==> src/rtl/mux41_pkg.sv <==
// Shared types, sizes and the round-robin pick helper for the 4:1 select scheduler.
package mux41_pkg;

  localparam int N_REQ = 4;
  localparam int SEL_W = 2;

  typedef enum logic [1:0] {
    IDLE  = 2'd0,
    GRANT = 2'd1,
    GAP   = 2'd2
  } sched_state_e;

  typedef struct packed {
    logic             found;
    logic [SEL_W-1:0] idx;
  } pick_t;

  // First set request searching last+1, last+2, last+3, last+4 (mod 4).
  // Walks the offsets from farthest to nearest so the nearest hit is the one kept.
  function automatic pick_t rr_pick(input logic [N_REQ-1:0] req,
                                    input logic [SEL_W-1:0] last);
    pick_t            r;
    logic [SEL_W-1:0] cand;
    r = '0;
    for (int k = N_REQ; k >= 1; k--) begin
      cand = last + SEL_W'(k);
      if (req[cand]) begin
        r.found = 1'b1;
        r.idx   = cand;
      end
    end
    return r;
  endfunction

endpackage

==> src/rtl/mux41_rr_sched_if.sv <==
// Request/data/grant bundle between the requesters and the scheduler.
interface mux41_rr_sched_if;
  import mux41_pkg::*;

  logic [N_REQ-1:0] req;
  logic [N_REQ-1:0] c;
  logic [N_REQ-1:0] gnt;
  logic [SEL_W-1:0] s;
  logic             z;
  logic             z_valid;
  logic             busy;

  modport master (output req, c, input gnt, s, z, z_valid, busy);
  modport slave  (input req, c, output gnt, s, z, z_valid, busy);
endinterface

==> src/rtl/mux41_sel.sv <==
// Pure 4:1 bit select of c by the current owner index.
module mux41_sel
  import mux41_pkg::*;
(
  input  logic [N_REQ-1:0] c,
  input  logic [SEL_W-1:0] sel,
  output logic             z
);

  logic [N_REQ-1:0] hit;

  for (genvar gi = 0; gi < N_REQ; gi++) begin : g_hit
    assign hit[gi] = c[gi] & (sel == SEL_W'(gi));
  end

  assign z = |hit;

endmodule

==> src/rtl/mux41_rr_sched.sv <==
// Round-robin owner of a shared 4:1 select path: bounded bursts, idle gap, registered z.
module mux41_rr_sched
  import mux41_pkg::*;
#(
  parameter int MAX_HOLD = 8,
  parameter int GAP_CYC  = 1,
  parameter int HOLD_W   = 8
) (
  input logic             clk,
  input logic             rst,
  mux41_rr_sched_if.slave bus
);

  localparam logic [HOLD_W-1:0] HOLD_LAST = HOLD_W'(MAX_HOLD);
  localparam logic [3:0]        GAP_LAST  = 4'(GAP_CYC - 1);
  localparam bit                GAP_NONE  = (GAP_CYC == 0);

  sched_state_e     state_reg, state_next;
  logic [N_REQ-1:0] gnt_reg, gnt_next;
  logic [SEL_W-1:0] s_reg, s_next;
  logic [SEL_W-1:0] last_owner_reg, last_owner_next;
  logic [HOLD_W-1:0] hold_cnt_reg, hold_cnt_next;
  logic [3:0]       gap_cnt_reg, gap_cnt_next;
  logic             z_reg, z_next;
  logic             z_valid_reg, z_valid_next;
  logic             grant_now;
  logic             sel_bit;
  pick_t            pick;

  // s_reg is the owner while in GRANT, so it drives the select directly.
  mux41_sel u_sel (
    .c   (bus.c),
    .sel (s_reg),
    .z   (sel_bit)
  );

  assign pick = rr_pick(bus.req, last_owner_reg);

  // State register and all registered outputs; reset is immediate.
  always_ff @(posedge clk or posedge rst) begin
    if (rst) begin
      state_reg      <= IDLE;
      gnt_reg        <= '0;
      s_reg          <= '0;
      last_owner_reg <= SEL_W'(N_REQ - 1);
      hold_cnt_reg   <= '0;
      gap_cnt_reg    <= '0;
      z_reg          <= 1'b0;
      z_valid_reg    <= 1'b0;
    end else begin
      state_reg      <= state_next;
      gnt_reg        <= gnt_next;
      s_reg          <= s_next;
      last_owner_reg <= last_owner_next;
      hold_cnt_reg   <= hold_cnt_next;
      gap_cnt_reg    <= gap_cnt_next;
      z_reg          <= z_next;
      z_valid_reg    <= z_valid_next;
    end
  end

  // Next-state logic; a grant decided in any state is applied at the bottom.
  always_comb begin
    state_next      = state_reg;
    gnt_next        = gnt_reg;
    s_next          = s_reg;
    last_owner_next = last_owner_reg;
    hold_cnt_next   = hold_cnt_reg;
    gap_cnt_next    = gap_cnt_reg;
    z_next          = z_reg;
    z_valid_next    = 1'b0;
    grant_now       = 1'b0;

    case (state_reg)
      IDLE: begin
        grant_now = pick.found;
      end
      GRANT: begin
        z_next       = sel_bit;
        z_valid_next = bus.req[s_reg];
        if (!bus.req[s_reg] || hold_cnt_reg == HOLD_LAST) begin
          gnt_next = '0;
          if (GAP_NONE) begin
            // No gap: re-arbitrate now; last_owner already equals the outgoing owner.
            grant_now = pick.found;
            if (!pick.found) state_next = IDLE;
          end else begin
            state_next   = GAP;
            gap_cnt_next = '0;
          end
        end else begin
          hold_cnt_next = hold_cnt_reg + HOLD_W'(1);
        end
      end
      GAP: begin
        gap_cnt_next = gap_cnt_reg + 4'd1;
        if (gap_cnt_reg == GAP_LAST) begin
          grant_now = pick.found;
          if (!pick.found) state_next = IDLE;
        end
      end
      default: begin
        state_next = IDLE;
        gnt_next   = '0;
      end
    endcase

    if (grant_now) begin
      state_next      = GRANT;
      s_next          = pick.idx;
      gnt_next        = N_REQ'(1) << pick.idx;
      hold_cnt_next   = HOLD_W'(1);
      last_owner_next = pick.idx;
    end
  end

  assign bus.gnt     = gnt_reg;
  assign bus.s       = s_reg;
  assign bus.z       = z_reg;
  assign bus.z_valid = z_valid_reg;
  assign bus.busy    = (state_reg != IDLE);

endmodule

==> src/flat_wrapper.sv <==
// flat-port wrapper written by rule: the top's interface ports become plain ports
module mux41_rr_sched_flat import mux41_pkg::*;
#(
  parameter int MAX_HOLD = 8,
  parameter int GAP_CYC  = 1,
  parameter int HOLD_W   = 8
)
  (clk, rst, bus_req, bus_c, bus_gnt, bus_s, bus_z, bus_z_valid, bus_busy);
  mux41_rr_sched_if bus_i ();
  input logic clk;
  input logic rst;
  input wire logic [$bits(bus_i.req)-1:0] bus_req;
  input wire logic [$bits(bus_i.c)-1:0] bus_c;
  output wire logic [$bits(bus_i.gnt)-1:0] bus_gnt;
  output wire logic [$bits(bus_i.s)-1:0] bus_s;
  output wire logic [$bits(bus_i.z)-1:0] bus_z;
  output wire logic [$bits(bus_i.z_valid)-1:0] bus_z_valid;
  output wire logic [$bits(bus_i.busy)-1:0] bus_busy;
  assign bus_i.req = bus_req;
  assign bus_i.c = bus_c;
  assign bus_gnt = bus_i.gnt;
  assign bus_s = bus_i.s;
  assign bus_z = bus_i.z;
  assign bus_z_valid = bus_i.z_valid;
  assign bus_busy = bus_i.busy;
  mux41_rr_sched #(.MAX_HOLD(MAX_HOLD), .GAP_CYC(GAP_CYC), .HOLD_W(HOLD_W)) u_core (.clk(clk), .rst(rst), .bus(bus_i));
endmodule
==> config.mk <==
export PLATFORM = sky130hd
export DESIGN_NAME = mux41_rr_sched_flat
export DESIGN_NICKNAME = d
export VERILOG_FILES = /design/src/rtl/mux41_pkg.sv /design/src/rtl/mux41_rr_sched_if.sv /design/src/rtl/mux41_sel.sv /design/src/rtl/mux41_rr_sched.sv /design/src/flat_wrapper.sv
export SDC_FILE = /design/constraint.sdc
export NUM_CORES = 1
export LEC_CHECK = 0
export CAP_MARGIN = 20
export CELL_PAD_IN_SITES_DETAIL_PLACEMENT = 0
export CELL_PAD_IN_SITES_GLOBAL_PLACEMENT = 1
export CORE_MARGIN = 8
export CORE_UTILIZATION = 40
export DETAILED_ROUTE_END_ITERATION = 8
export PLACE_DENSITY_LB_ADDON = 0.1
export RECOVER_POWER = 50
export SLEW_MARGIN = 30
export SYNTH_ARGS = -nofsm -noshare
export SYNTH_HDL_FRONTEND = slang
export SYNTH_SLANG_ARGS = --single-unit
==> constraint.sdc <==
create_clock -name clk -period 5.6 [get_ports clk]
set_clock_uncertainty 0.2 [all_clocks]
set_input_delay 1.12 -clock clk [delete_from_list [all_inputs] [get_ports clk]]
set_output_delay 1.12 -clock clk [all_outputs]
set_load 0.01 [all_outputs]
## After elaboration in Yosys (flattened, before gate mapping)

Cells that the tools add are included.

| operators by class | value |
|---|---|
| add/sub/neg operators | 5 |
| order comparisons | 5 |
| equality and inequality tests | 13 |
| shift operators | 1 |
| mux-type cells | 29 |
| bitwise operators | 4 |
| reduce and logical (&&, ||, !) cells | 14 |

Operators with widths:

| kind | number |
|---|---|
| 8-bit two-way mux | 3 |
| 4-bit one-hot mux with 2 select lines | 2 |
| 2-bit by 3-bit less-than comparator with 1-bit output (second input constant) | 5 |
| 3-bit two-way mux | 4 |
| 1-bit binary-select mux with 2-bit select | 5 |
| 8-bit by 1-bit adder with 8-bit output (second input constant) | 1 |
| 8-bit by 4-bit equality test with 1-bit output (second input constant) | 1 |
| 2-bit two-way mux | 4 |
| 4-bit two-way mux | 2 |
| 2-bit by 1-bit inequality test with 1-bit output (second input constant) | 4 |
| 1-bit two-way mux | 7 |
| 2-bit equality test (second input constant) | 3 |
| 3-bit by 1-bit inequality test with 1-bit output (second input constant) | 2 |
| 2-bit one-hot mux with 3 select lines | 1 |
| 2-bit AND reduction | 3 |
| 2-bit nonzero test | 3 |
| 2-bit adder (second input constant) | 2 |
| 4-bit by 1-bit adder with 4-bit output (second input constant) | 1 |
| 1-bit bitwise AND | 4 |
| 2-bit by 1-bit equality test with 1-bit output (second input constant) | 2 |
| 2-bit zero test | 2 |
| 4-bit zero test | 1 |
| 4-bit AND reduction | 1 |
| 4-bit OR reduction | 1 |
| 7 further kinds | 7 |

| storage, ports and cells | value |
|---|---|
| register bits | 24 |
| output and inout port bits | 9 |
| logic and storage cells | 79 |

## Depth between registers and ports, before layout

Gate-level depths: netlist of the first run.

| depth | value |
|---|---|
| word-level depth | 10 |
| mapped depth | 7 |
| mapped depth without buffers | 6 |

## Modules after synthesis

Synthesis of the first run repeated with hierarchy kept, for this count alone.

| second synthesis, totals | value |
|---|---|
| cell total of the unflattened synthesis | 131 |
| area, all modules | 1320.0 um^2 |

By module, submodules not included:

| module | instances | cells each | area an instance (um^2) |
|---|---|---|---|
| mux41_rr_sched | 1 | 130 | 1297.5 |
| mux41_sel | 1 | 1 | 22.5 |

## Worst setup path after synthesis of the first run

OpenSTA, ideal clock, no wires.

| timing | value |
|---|---|
| path type | input -> register |
| start | input bus_req[1] |
| end | register u_core.hold_cnt_reg[6] |
| library setup time | 0.066 ns |
| arrival time | 2.331 ns |
| required time | 5.334 ns |
| setup slack | 3.003 ns |
| cell stages on the path | 4 |
| buffers on the path | 0 |
| cells stage by stage | or4_1 o211a_1 or4_1 nand2_1 |

| between the ends | value |
|---|---|
| word-level cells in the longest chain between the ends | 10 |
| elaborated cells on any way between the ends | 22 |
| classes of those cells | 1 x eq/ne; 17 x mux; 4 x reduce/logical |

RTL lines:

| item | RTL line | source |
|---|---|---|
| from (decl) | flat_wrapper.sv:12 | `input wire logic [$bits(bus_i.req)-1:0] bus_req;` |
| 1-bit binary-select mux with 2-bit select | mux41_pkg.sv:27 | `if (req[cand]) begin` |
| 1-bit two-way mux (implied by the code) | mux41_pkg.sv:27 |  |
| 3-bit two-way mux (4 in a row) | mux41_pkg.sv:27 |  |
| 1-bit two-way mux | mux41_rr_sched.sv:97 | `if (gap_cnt_reg == GAP_LAST) begin` |
| 1-bit one-hot mux with 2 select lines | mux41_rr_sched.sv:74 | `case (state_reg)` |
| 2-bit by 1-bit inequality test with 1-bit output (no source line) or 2-bit nonzero test (tied branches) | - |  |
| 2-bit AND reduction (no source line) | - |  |
| to (signal assigned) | mux41_rr_sched.sv:55 | `hold_cnt_reg <= hold_cnt_next;` |
| to (decl) | mux41_rr_sched.sv:22 | `logic [HOLD_W-1:0] hold_cnt_reg, hold_cnt_next;` |

Parallel ways exist; a longest one is shown, timed or not. The select of a mux whose other input is x is not followed.
A chain may end at the register's enable or synchronous reset.

## Worst setup path after layout of the first run

| timing | value |
|---|---|
| start | input bus_req[3] |
| end | register u_core.hold_cnt_reg[6] |

Same word-level chain as after synthesis.

==> flow_summary.ini, run 1 <==
[synthesis]
synthCells = 140
synth_top_area_cell = dfrtp_1
synth_edf_count = 0
synthFlopType = dfrtp_1
yosys_warnings = 0
synth_common_cells = dfrtp_1, nand2_1, nor2_1
synth.most_common_cell = dfrtp_1
synth.area.top_cells = dfrtp_1, mux2i_1, nand2_1, dfstp_2, ha_1
yosysSeqAreaShare_pct = 45.1
async_reset_ff_share_pct = 100
avgSynthCellArea_um2 = 9.54
netlist_area_um2 = 1340
synth.top_cell.area_share_pct = 41.2
yosysUniqueCellTypes = 38
synth-seq-cells = 24
synthesis.nets = 154

[power]
swShare_pct = 41.1
p_seq_share_pct = 41.2
comb_power_share_pct = 46.2
p_leak_nw = 0.685
intPower_mw = 0.436
ir_worst_vdd_mv = 0.197
pwr-share-clk_pct = 12.5
power.density_nw_per_um2 = 463
switchingPower_mw = 0.303

[timing]
hold_viol_final = 0
finalCritPeriodShare_pct = 55.1
tightest_slew_ps = 930
fmax_mhz = 324
rsz0062_at_grt = no
slew_viol_final = 0
setup_tns_ps = 0
setup-violations-final = 0
period_needed_ps = 3090
slew_headroom_pct = 37.9
setup_slack_ps = 2510

[detailed_routing]
drc = 0
vias = 1104
dr.pass1.iters = 4
routed_wl_um = 3100
antenna_left = 0
drt_first_iter_violations = 47
wl_per_cell_um = 15.1
viasPerCell = 5.39

[layout]
multiInputGateArea_um2 = 691
largest_reg_flops = 8
fill_cells = 329
nNetsFinal = 174
n_antenna_cell = 0
fin_area_um2 = 1600
final_cells = 205
syn_to_final_growth_pct = 19.6
drive_above_1_share_pct = 6.92
regArea_um2 = 603

[global_route]
grt_pass1_wl_um = 5320
grt_use_total_pct = 12.8
grt_pass1_vias = 1109
antenna_found_initial = 0
grt_max_degree = 25
grt-ovfl-total = 0

[cts]
cts_tree = yes
cts_made_buffers = 3
cts.reportedPaths.clkPinSlew_ps = 130
cts_buffer_depth = 2
cts.sinks = 24
root_buffer = clkbuf_4
insertion_delay_ps = 310
cts_resized = 0
postCtsSetupRepairBufs = 0
postCtsHoldBufs = 0
h-tree-depth = 1

[die]
start_util_pct = 40.7
die_h_um = 73.8
fp-row-count = 21
die_width_um = 73.8
coreArea_um2 = 3280
dieArea_um2 = 5450
ios = 19

[placement]
place_area_um2 = 1560
dpl_worst_slack_ps = 2260
place_congestion = 0.767
numPlacedInstances = 201
dp_hpwl_um = 2270
io_buffer_count = 18

[worst_setup_path]
cp-end-kind = flop
crit_fanout = 11
arrival_ps = 3150
critPathLaunchType = input port
cp.required_ps = 5660
criticalPathCategory = in -> reg

[status]
status = finished, final reports clean

[min_path]
hold_path.class = reg -> reg

[job]
timing.max_cap.violations = 0
==> final cells by class <==
cell class | count | share of cell area, %
clock buffer | 4 | 2.27
sequential | 24 | 37.7
timing repair buffer | 18 | 11.3
tap | 46 | 3.60
inverter | 8 | 1.88
multi-input combinational | 105 | 43.2
==> per-stage QoR <==
step	total power, mW	utilization, %	hold slack (ps)
floorplan	0.521	-	282
global placement	0.651	47.5	291
detailed placement	0.657	47.5	298
CTS	0.753	48.6	327
global route	0.809	48.6	345
finish	0.739	48.6	320
==> critical path, cell delays in order <==
cell and delay, ps:
dlygate4sd3_1 620, or4_1 540, o211a_1 280, or4_1 510
nand2_1 80
==> cells by family after synthesis <==
| kind of cell | after synthesis | synth area share [%] |
|---|---|---|
| xor+xnor | 1 | 0.656 |
| buf+inv | 11 | 3.18 |
| mux | 10 | 8.61 |
| simple gates | 58 | 22.3 |
| compound gates | 32 | 16.4 |
| flops | 24 | 45.1 |
| fa+ha+maj | 4 | 3.75 |
==> final timing paths <==
path	startpoint	slack [ps]	end	depth (start not counted)
max	bus_req[3]	2510	u_core.hold_cnt_reg[6]	5
min	u_core.bus.z	320	u_core.bus.z	1
max reg2reg	u_core.gap_cnt_reg[0]	3240	u_core.bus.gnt[3]	6
min reg2reg	u_core.bus.z	320	u_core.bus.z	1
max in group asynchronous	rst	3400	u_core.bus.s[1]	2
min in group asynchronous	rst	1240	u_core.gap_cnt_reg[3]	2
==> cell usage in the layout, fill, tap and decap left out, types with 4 or more instances in the layout <==
master,instances
dlygate4sd3_1,5
nor2b_1,7
clkdlybuf4s50_1,13
dfrtp_1,22
nand3_1,4
a32oi_1,4
a21oi_1,7
nand2_1,18
ha_1,4
or4_1,4
nor2_1,10
o21ai_0,9
inv_1,7
mux2i_1,7
==> power groups by stage <==
stage,Clock (mW),Combinational [mW],Sequential [mW]
detailed placement,0,0.350,0.308
global route,0.105,0.386,0.319
global placement,0,0.344,0.306
finish,0.0925,0.342,0.305
floorplan,0,0.231,0.290
CTS,0.0983,0.350,0.304
==> routing by layer <==
metal,GRT usage (%),wire [um]
met5,0,0
met4,4.66,15
met3,2.86,117
met2,19.5,1490
met1,17.0,1480
(Power assumes the default switching activity.)
==> run 2, diff against run 1 <==
==> constraint.sdc (replaced) <==
create_clock -name clk -period 3.06 [get_ports clk]
set_clock_uncertainty 0.2 [all_clocks]
set_input_delay 0.612 -clock clk [delete_from_list [all_inputs] [get_ports clk]]
set_output_delay 0.612 -clock clk [all_outputs]
set_load 0.01 [all_outputs]
==> flow_summary.ini, run 2 (same netlist as run 1, synthesis figures left out) <==
[detailed_routing]
met2WireLength_um = 1450
vias = 1075
routed_wl_um = 2900
drt_first_iter_violations = 49
antenna_left = 0
top_layer = met4
wl_met3_um = 72
dr.pass1.iters = 4
viasPerCell = 5.17
wl_per_cell_um = 14.0
wl_met1_um = 1360
drc = 0

[timing]
fmax_mhz = 400
setup_tns_ps = 0
slew_headroom_pct = 13.9
hold_viol_final = 0
period_needed_ps = 2500
slew_viol_final = 0
finalCritPeriodShare_pct = 81.7
setup-violations-final = 0
tightest_slew_ps = 1290
rsz0062_at_grt = no

[placement]
place_congestion = 0.784
place_area_um2 = 1590
dp_hpwl_um = 2310
io_buffer_count = 18

[layout]
syn_to_final_growth_pct = 19.9
fin_area_um2 = 1600
drive_above_1_share_pct = 7.41
regArea_um2 = 603
n_antenna_cell = 0
fill_cells = 321
final_cell_mix = dfrtp_1, nand2_1, clkdlybuf4s50_1, nor2_1, o21ai_0
nNetsFinal = 178
multiInputGateArea_um2 = 682
final_common_cell = dfrtp_1
largest_reg_flops = 8

[power]
p_seq_share_pct = 42.0
power.density_nw_per_um2 = 832
p_leak_nw = 0.692
swShare_pct = 40.6
switchingPower_mw = 0.541
pwr-share-clk_pct = 10.2
comb_power_share_pct = 47.8
intPower_mw = 0.791
ir_worst_vdd_mv = 0.351

[cts]
root_buffer = clkbuf_4
cts_tree = yes
cts.sinks = 24
cts_resized = 0
postCtsSetupRepairBufs = 0
insertion_delay_ps = 310
cts_made_buffers = 3
cts_buffer_depth = 2
postCtsHoldBufs = 0
cts.reportedPaths.clkPinSlew_ps = 130
h-tree-depth = 1

[die]
start_util_pct = 40.7
die_h_um = 73.8
die_width_um = 73.8
dieArea_um2 = 5450
coreArea_um2 = 3280
fp-row-count = 21
ios = 19

[global_route]
grt_max_degree = 25
grt_use_total_pct = 11.6
grt-ovfl-total = 0
grt_pass1_vias = 1124
antenna_found_initial = 0
grt_pass1_wl_um = 4930

[worst_setup_path]
criticalPathCategory = reg -> out
critPathMaxStageDelay_ps = 610
crit_path_cell_trace = inv_1 > nand2_1 > clkdlybuf4s50_1
cp.required_ps = 2250
crit_buf_inv = 2
critPathSlowestCell = dfrtp_1
cp-end-kind = output port
crit_fanout = 12
critPathLaunchType = flop
path_delay_family = buffers and inverters
arrival_ps = 1690

[job]
timing.max_cap.violations = 0

[min_path]
hold_path.class = reg -> reg

[status]
status = finished, final reports clean
==> run 2: changes by cell type in the layout (fill, tap and decap cells not counted) <==
cell,before,now
buf_4,0,3
clkbuf_1,0,1
clkbuf_8,1,0
clkdlybuf4s50_1,13,14
dlygate4sd3_1,5,4
o22a_1,1,2
o22a_4,1,0
==> run 2: cell type report <==
class	instances	share of cell area, %
clock buffer	3	1.41
inverter	8	1.87
sequential	24	37.7
multi-input combinational	105	42.6
timing repair buffer	22	12.9
tap	46	3.59
==> run 2: worst min-delay path, stage by stage, from the launching register on <==
cell     delay [ps]
dfstp_2         430
nand2_1          60
nand2_1          50
==> run 2: routing by layer <==
| metal | up-vias | GRT usage (%) |
|---|---|---|
| met3 | 2 | 2.32 |
| li1 | 550 | - |
| met2 | 13 | 21.0 |
| met5 | - | 0 |
| met1 | 510 | 13.2 |
| met4 | 0 | 3.99 |
==> run 2: metrics by stage <==
stage	setup WS (ps)	power [mW]	std cells	util (%)	hold slack (ps)
2_1_floorplan	971	0.953	140	-	282
3_3_place_gp	438	1.21	205	48.5	291
3_5_place_dp	394	1.23	205	48.5	301
4_1_cts	533	1.38	208	49.1	324
5_1_grt	430	1.46	208	48.8	343
6_report	560	1.33	208	48.8	325
==> run 2: worst paths after layout <==
path / from / endpoint / slack, ps / depth (start not counted)
worst min register to register: u_core.last_owner_reg[1] / u_core.last_owner_reg[1] / 330 / 2
worst max-delay path: u_core.state_reg[0] / bus_busy / 560 / 3
worst min-delay path: u_core.last_owner_reg[1] / u_core.last_owner_reg[1] / 330 / 2
worst max register to register: u_core.state_reg[0] / u_core.hold_cnt_reg[5] / 830 / 4
min in group asynchronous: rst / u_core.gap_cnt_reg[3] / 950 / 3
max in group asynchronous: rst / u_core.bus.gnt[2] / 960 / 3
==> run 2: power by group through the flow <==
stage	combinational (mW)	clock [mW]	sequential (mW)
final	0.636	0.136	0.560
after global routing	0.724	0.156	0.575
after CTS	0.667	0.146	0.563
after detailed placement	0.663	0	0.570
after global placement	0.653	0	0.561
after floorplan	0.422	0	0.531
==> run 3, diff against run 2 <==
==> constraint.sdc (replaced) <==
create_clock -name clk -period 2.55 [get_ports clk]
set_clock_uncertainty 0.2 [all_clocks]
set_input_delay 0.51 -clock clk [delete_from_list [all_inputs] [get_ports clk]]
set_output_delay 0.51 -clock clk [all_outputs]
set_load 0.01 [all_outputs]
==> flow_summary.ini, run 3 (same netlist as run 1, synthesis figures left out) <==
[power]
comb_power_share_pct = 51.0
p_total_mw = 1.68
intPower_mw = 1.01
p_leak_nw = 0.730
swShare_pct = 40.0
ir_worst_vdd_mv = 0.379
p_seq_share_pct = 39.2
power.density_nw_per_um2 = 1010
pwr-share-clk_pct = 9.9
switchingPower_mw = 0.670

[detailed_routing]
drt_first_iter_violations = 25
routed_wl_um = 3080
wl_per_cell_um = 14.2
vias = 1132
dr.pass1.iters = 4
antenna_left = 0
viasPerCell = 5.24
drc = 0

[global_route]
met3_usage_pct = 2.18
grt_max_degree = 25
globalRouteMet2Util_pct = 21.7
grt_pass1_wl_um = 5260
antenna_found_initial = 0
grt_pass1_vias = 1088
grt_use_total_pct = 12.4
gr-usage-met1_pct = 14.8
grt-ovfl-total = 0
gr-max-usage-layer = met2

[cts]
cts_resized = 0
cts_made_buffers = 3
root_buffer = clkbuf_4
postCtsHoldBufs = 0
insertion_delay_ps = 310
cts.sinks = 24
h-tree-depth = 1
postCtsSetupRepairBufs = 0
cts_tree = yes
cts.reportedPaths.clkPinSlew_ps = 130
cts_buffer_depth = 2

[layout]
largest_reg_flops = 8
drive_above_1_share_pct = 11.8
fill_cells = 349
nNetsFinal = 186
final_cell_mix = dfrtp_1, nand2_1, clkdlybuf4s50_1, buf_4, nor2_1
syn_to_final_growth_pct = 24.3
n_antenna_cell = 0
final_util_pct = 50.6
final_common_cell = dfrtp_1

[worst_setup_path]
crit_fanout = 7
crit_path_cell_trace = buf_4 > inv_1 > nand2_1 > clkdlybuf4s50_1
critPathSlowestCell = clkdlybuf4s50_1
critPathMaxStageDelay_ps = 530
reg2reg_slack_ps = 390
crit_start = u_core.state_reg[0]
criticalPathCategory = reg -> out
critPathLaunchType = flop
arrival_ps = 1650
reg2reg_depth = 6
cp-end-kind = output port
rr_startpoint = u_core.bus.s[0]
regToRegEndpoint = u_core.bus.gnt[3]
cp.required_ps = 1840

[timing]
setup-violations-final = 0
setup_tns_ps = 0
setup_slack_ps = 191
finalCritPeriodShare_pct = 92.5
hold_ws_ps = 322
slew_headroom_pct = 13.6
slew_viol_final = 0
period_needed_ps = 2360
hold_viol_final = 0
rsz0062_at_grt = no
tightest_slew_ps = 1300
fmax_mhz = 424

[min_path]
worstHoldStart = u_core.last_owner_reg[1]
hold_end = u_core.last_owner_reg[1]
hold_path.class = reg -> reg
hold_depth = 2

[die]
start_util_pct = 40.7
fp-row-count = 21
die_width_um = 73.8
coreArea_um2 = 3280
ios = 19
dieArea_um2 = 5450
die_h_um = 73.8

[status]
status = finished, final reports clean

[placement]
io_buffer_count = 18
place_congestion = 0.765
dp_hpwl_um = 2450
dpl_worst_slack_ps = 65.3

[job]
timing.max_cap.violations = 0
-- run 3: metal layers --
metal | vias up | routed length, um
met3 | 2 | 94
li1 | 569 | -
met1 | 550 | 1360
met5 | - | 0
met4 | 0 | 16
met2 | 11 | 1610
-- run 3: worst max path at each step --
stage                                         to  slack [ps]  cells after the start
final                                   bus_busy         190                      4
after global routing                    bus_busy          60                      4
after CTS                               bus_busy         170                      4
after detailed placement  u_core.hold_cnt_reg[6]          70                      5
after global placement    u_core.hold_cnt_reg[6]          80                      5
after floorplan           u_core.hold_cnt_reg[6]         560                      4
-- run 3: worst max-delay path: cells and delay by family (launching register included) --
family,cells,cell delay (ps)
and+or+nand+nor,1,80
DFF,1,480
buffers and inverters,3,780
-- run 3: area by class of cell --
cell class	instances	area, um2	share of cell area [%]
Tap cell	46	57.6	3.46
Sequential cell	24	603	36.3
Timing Repair Buffer	30	267	16.0
Inverter	8	30.0	1.81
Multi-Input combinational cell	105	682	41.0
Clock buffer	3	22.5	1.36
-- run 3: stage by stage --
stage          std cells  cell area (um2)
6_report             216             1660
4_1_cts              216             1670
3_3_place_gp         213             1650
5_1_grt              216             1660
2_1_floorplan        140             1340
3_5_place_dp         213             1650
-- run 3: power by group through the flow --
stage               clock, mW  sequential [mW]  combinational, mW
floorplan                   0            0.637              0.507
global placement            0            0.659              0.869
detailed placement          0            0.669              0.891
CTS                     0.174            0.660              0.896
global route            0.189            0.685              0.955
finish                  0.166            0.657              0.855
